==> src/rtl/shift_add_pkg.sv <==
// ----------------------------------------------------------------------------
// shift_add_pkg
//   Shared types for the shift-add multiplier controller.
//   - state_t : 3-bit FSM state encoding, IDLE = 0 so a cleared register is idle
//   - cnt_w() : width of the iteration counter for a given operand width
// ----------------------------------------------------------------------------
package shift_add_pkg;

    typedef enum logic [2:0] {
        IDLE  = 3'd0,
        LOAD  = 3'd1,
        EVAL  = 3'd2,
        SHIFT = 3'd3,
        DONE  = 3'd4
    } state_t;

    // Counter must hold 0..width-1; never narrower than one bit.
    function automatic int cnt_w(input int width);
        return (width <= 2) ? 1 : $clog2(width);
    endfunction

endpackage

==> src/rtl/shift_add_cnt.sv <==
// ----------------------------------------------------------------------------
// shift_add_cnt
//   Iteration counter for the shift-add controller. Counts completed shifts
//   and wraps to 0 on the final one so it rests at 0 outside an operation.
//   Ports:
//     Clk, Rst_n : clock, asynchronous active-low reset
//     clr        : synchronous clear (operand load)
//     inc        : one shift completes this cycle
//     count      : number of completed shifts
//     last       : count is at WIDTH-1 (the current shift is the final one)
// ----------------------------------------------------------------------------
module shift_add_cnt
    import shift_add_pkg::*;
#(
    parameter int WIDTH = 8,
    parameter int CNT_W = cnt_w(WIDTH)
) (
    input  logic             Clk,
    input  logic             Rst_n,
    input  logic             clr,
    input  logic             inc,
    output logic [CNT_W-1:0] count,
    output logic             last
);

    assign last = (count == CNT_W'(WIDTH - 1));

    always_ff @(posedge Clk or negedge Rst_n) begin
        if (!Rst_n) begin
            count <= '0;
        end else if (clr) begin
            count <= '0;
        end else if (inc) begin
            // Explicit wrap: WIDTH need not be a power of two.
            count <= last ? '0 : count + CNT_W'(1);
        end
    end

endmodule

==> src/rtl/shift_add_ctrl.sv <==
// ----------------------------------------------------------------------------
// shift_add_ctrl
//   Control FSM for a WIDTH-bit add/shift multiplier:
//   IDLE -> LOAD -> (EVAL -> SHIFT) x WIDTH -> DONE -> IDLE.
//   Idle/Load/Sh/Done are registered Moore outputs; Ad is Mealy (M in EVAL).
//   Ports:
//     Clk, Rst_n : clock, asynchronous active-low reset
//     St         : start level, sampled only in IDLE
//     M          : current multiplier LSB from the datapath
//     Ack        : result acknowledge (only with the ack option below)
//     Idle, Load, Ad, Sh, Done : datapath controls / status
//     Count      : number of completed shifts
//   Option macro SHIFT_ADD_CTRL_DONE_ACK_EN: DONE holds until Ack is sampled
//   high. Without it DONE lasts one cycle and Ack is ignored.
// ----------------------------------------------------------------------------
module shift_add_ctrl
    import shift_add_pkg::*;
#(
    parameter int WIDTH = 8,
    parameter int CNT_W = cnt_w(WIDTH)
) (
    input  logic             Clk,
    input  logic             Rst_n,
    input  logic             St,
    input  logic             M,
    input  logic             Ack,
    output logic             Idle,
    output logic             Load,
    output logic             Ad,
    output logic             Sh,
    output logic             Done,
    output logic [CNT_W-1:0] Count
);

    state_t state;
    logic   cnt_last;

`ifndef SHIFT_ADD_CTRL_DONE_ACK_EN
    // Port kept for interface compatibility; nothing consumes it.
    logic unused_ack;
    assign unused_ack = Ack;
`endif

    // Registered Load/Sh are high exactly in LOAD/SHIFT, so they double as
    // the counter's clear and increment.
    shift_add_cnt #(
        .WIDTH (WIDTH),
        .CNT_W (CNT_W)
    ) u_cnt (
        .Clk   (Clk),
        .Rst_n (Rst_n),
        .clr   (Load),
        .inc   (Sh),
        .count (Count),
        .last  (cnt_last)
    );

    // Mealy add: follows M combinationally, only while evaluating.
    assign Ad = (state == EVAL) && M;

    // Each arm updates the Moore outputs together with the state, so they
    // always reflect the state they are registered alongside.
    always_ff @(posedge Clk or negedge Rst_n) begin
        if (!Rst_n) begin
            state <= IDLE;
            Idle  <= 1'b1;
            Load  <= 1'b0;
            Sh    <= 1'b0;
            Done  <= 1'b0;
        end else begin
            case (state)
                IDLE: begin
                    if (St) begin
                        state <= LOAD;
                        Idle  <= 1'b0;
                        Load  <= 1'b1;
                    end
                end
                LOAD: begin
                    state <= EVAL;
                    Load  <= 1'b0;
                end
                EVAL: begin
                    state <= SHIFT;
                    Sh    <= 1'b1;
                end
                SHIFT: begin
                    Sh <= 1'b0;
                    if (cnt_last) begin
                        state <= DONE;
                        Done  <= 1'b1;
                    end else begin
                        state <= EVAL;
                    end
                end
                DONE: begin
`ifdef SHIFT_ADD_CTRL_DONE_ACK_EN
                    if (Ack) begin
                        state <= IDLE;
                        Done  <= 1'b0;
                        Idle  <= 1'b1;
                    end
`else
                    state <= IDLE;
                    Done  <= 1'b0;
                    Idle  <= 1'b1;
`endif
                end
                default: begin
                    state <= IDLE;
                    Idle  <= 1'b1;
                    Load  <= 1'b0;
                    Sh    <= 1'b0;
                    Done  <= 1'b0;
                end
            endcase
        end
    end

endmodule

==> config.mk <==
export PLATFORM = sky130hd
export DESIGN_NAME = shift_add_ctrl
export DESIGN_NICKNAME = d
export VERILOG_FILES = /design/src/rtl/shift_add_pkg.sv /design/src/rtl/shift_add_cnt.sv /design/src/rtl/shift_add_ctrl.sv
export SDC_FILE = /design/constraint.sdc
export NUM_CORES = 1
export LEC_CHECK = 0
export CELL_PAD_IN_SITES_DETAIL_PLACEMENT = 0
export CELL_PAD_IN_SITES_GLOBAL_PLACEMENT = 1
export CORE_UTILIZATION = 30
export DETAILED_ROUTE_END_ITERATION = 6
export GPL_ROUTABILITY_DRIVEN = 0
export HOLD_SLACK_MARGIN = 0.03
export PLACE_DENSITY_LB_ADDON = 0.1
export SLEW_MARGIN = 0
export SYNTH_ARGS = -nofsm -noshare
export SYNTH_HDL_FRONTEND = slang
export SYNTH_SLANG_ARGS = --single-unit
==> constraint.sdc <==
create_clock -name Clk -period 1.2 [get_ports Clk]
set_input_delay 0.12 -clock Clk [delete_from_list [all_inputs] [get_ports Clk]]
set_output_delay 0.12 -clock Clk [all_outputs]
set_load 0.02 [all_outputs]
==> impl_metrics.tcl <==
set metrics [dict create \
    drv_slew 0 \
    clock_sinks 10 \
    yosysWarnings 0 \
    setup_viol 1 \
    drt-total-wl_um 960 \
    slowest_delay_ns 0.41 \
    crit_required_ns 1.08 \
    h-tree-depth 1 \
    wl_per_cell_um 12.6 \
    p_comb_share_pct 48.6 \
    path_buf_inv 1 \
    synth-seq-cells 10 \
    drive_gt1_share_pct 32.8 \
    fin_util_pct 50.1 \
    synth_area_leaders "dfrtp_1 (51%), mux2i_1 (6.8%), dfstp_2 (5.9%)" \
    grt_use_total_pct 15.1 \
    fmax_mhz 833 \
    drcViolationCount 0 \
    grt_start_max_net_pins 11 \
    clkPwrFrac_pct 15.1 \
    clk_pin_slew_worst_paths_ns 0.07 \
    root_buffer "clkbuf_4" \
    syn_avg_cell_area_um2 11.4 \
    max_slew.worst_pin.slew_ns 0.446 \
    tritoncts "yes" \
    syn-cell-area_um2 444 \
    p_switching_mw 0.588 \
    critical_path_depth 3 \
    hold_viol_final 0 \
    p_int_mw 0.972 \
    swShare_pct 37.7 \
    power_frac_seq_pct 36.3 \
    cp_slowest_cell "dfrtp_1" \
    cp-end-kind "output pin" \
    insertion_delay_ns 0.27 \
    fin_crit_sh_pct 100 \
    antenna_found_initial 0 \
    holdWs_ns 0.162 \
    cts_hold_buf 0 \
    crit_type "reg2out" \
    p_leak_nw 0.346 \
    max-vdd-ir-drop_uv 952 \
    portBuffers 11 \
    drtIter0Drc 13 \
    synth_seq_area_share_pct 56.6 \
    core_mm2 0.00133 \
    outcome "finished, violations left" \
    fin_nets 69 \
    grt_setup_unrepaired "yes" \
    worstPathCellList "nor2b_4 -> and3b_1 -> buf_6" \
    dpl.hpwl_um 722 \
    skew_ns 0.0133 \
    setup.worst_path.start "state[2]" \
    min_period_ns 1.20 \
    crit_path_start_kind "register" \
    row_count 13 \
    synth_edf_count 0 \
    die_area_mm2 0.00164 \
    syn_nets 46 \
    violations "setup timing" \
    arrival_ns 1.08 \
    worstRegToRegCells 4 \
    grt_pass1_vias 337 \
    netlist.area_leader.share_pct 50.7 \
    min_path_type "in2async" \
    yosysUniqueCellTypes 19 \
    grt_overflow 0 \
    initial_core_util_pct 33.3 \
    top_level_ports 13 \
    clockBufferDepth 2 \
    crit_fanout 2 \
    cts-buffers-inserted 3 \
    async_reset_ff_share_pct 100 \
    place_area_um2 638 \
    grt_pass1_wl_um 1500 \
    postSynthCellCount 39 \
    cpLargestDelayFamily "flip-flops" \
    fin_area_um2 668 \
    relSlewSlack_pct 70.2 \
    yosysTopAreaCell "dfrtp_1" \
    synthTopCellsByCount "dfrtp_1 (9), nor2_1 (6), mux2i_1 (3)" \
    diodes 0 \
    synthFlopType "dfrtp_1" \
    tns_ns -0.000543 \
    via_count 369 \
    fin_ws_ns -0.000543 \
    ant_nets 0 \
    area_growth_pct 50.4 \
    vias_per_cell 4.86 \
    firstDrtPassIters 4 \
    powerDensity_mw_per_mm2 2330 \
    fp.dieH_um 40.5 \
    synth_most_common_cell "dfrtp_1" \
    die_x_um 40.5 \
    r2r-start "u_cnt.count[0]" \
    cap_violations 0 \
]
logic make-up (layout without fill, tap and decap cells):
logic type,after synthesis,in the layout,share of synthesized area (%)
adder cells (fa/ha/maj),2,2,5.63
buffers and inverters,3,25,4.23
AND/OR/NAND/NOR,15,15,18.3
multiplexers,3,3,6.76
AO/OA/AOI/OAI,6,6,8.45
flip-flops,10,10,56.6
per-layer routing:
metal  part of all wire [%]  global-route usage [%]  up-vias
met3                    4.7                    8.33        2
met4                   0.83                    7.50        0
li1                       -                       -      176
met1                     45                    17.9      184
met2                     50                    21.8        7
met5                      0                       0        -
sequential cells by signal (all words and copies together) (netlist names):
register     count
u_cnt.count      3
Done             1
state            3
Sh               1
Load             1
Idle             1
what timing repair did:
| action | in CTS | in global routing |
|---|---|---|
| pin swaps | 3 | 3 |
| endpoints found under the setup margin | 9 | 3 |
| buffers inserted | 0 | 2 |
| gates resized for setup | 13 | 2 |
power by group through the flow:
stage | Clock [mW] | Sequential, mW | Combinational (mW)
global route | 0.265 | 0.581 | 0.823
finish | 0.236 | 0.566 | 0.758
floorplan | 0 | 0.723 | 0.291
CTS | 0.244 | 0.571 | 0.729
detailed placement | 0 | 0.579 | 0.799
global placement | 0 | 0.571 | 0.778
cell usage in the layout, fill, tap and decap left out, drive strengths merged:
cell type / count
nand3: 1
nand2: 2
o31ai: 1
mux2i: 3
dfrtp: 9
buf: 9
dfstp: 1
clkdlybuf4s50: 3
inv: 2
o21a: 1
and3b: 1
dlygate4sd2: 6
a21oi: 2
nor2: 6
nor3: 2
a21o: 1
clkbuf: 5
and3: 2
ha: 2
o21ai: 1
nor2b: 1
cell type report:
type | instances | area (µm²)
Multi-Input combinational cell | 26 | 203
Fill cell | 128 | 666
Inverter | 2 | 7.51
Timing Repair Buffer | 19 | 159
Sequential cell | 10 | 254
Tap cell | 15 | 18.8
Clock buffer | 4 | 26.3
worst paths after layout:
kind	endpoint	slack, ns
setup / recovery	Ad	-0.0005
hold / removal	Sh	0.16
setup reg to reg	Done	0.01
hold reg to reg	Done	0.50
max in group asynchronous	Idle	0.69
min in group Clk	state[0]	0.49
stage by stage:
step	setup WS (ns)	total power, mW	cells
finish	-0.000543	1.56	76
floorplan	-0.0170	1.01	39
global route	-0.0565	1.67	76
CTS	-0.0198	1.54	74
detailed placement	-0.228	1.38	70
global placement	-0.221	1.35	70
Power figures use the tool's default switching activity.
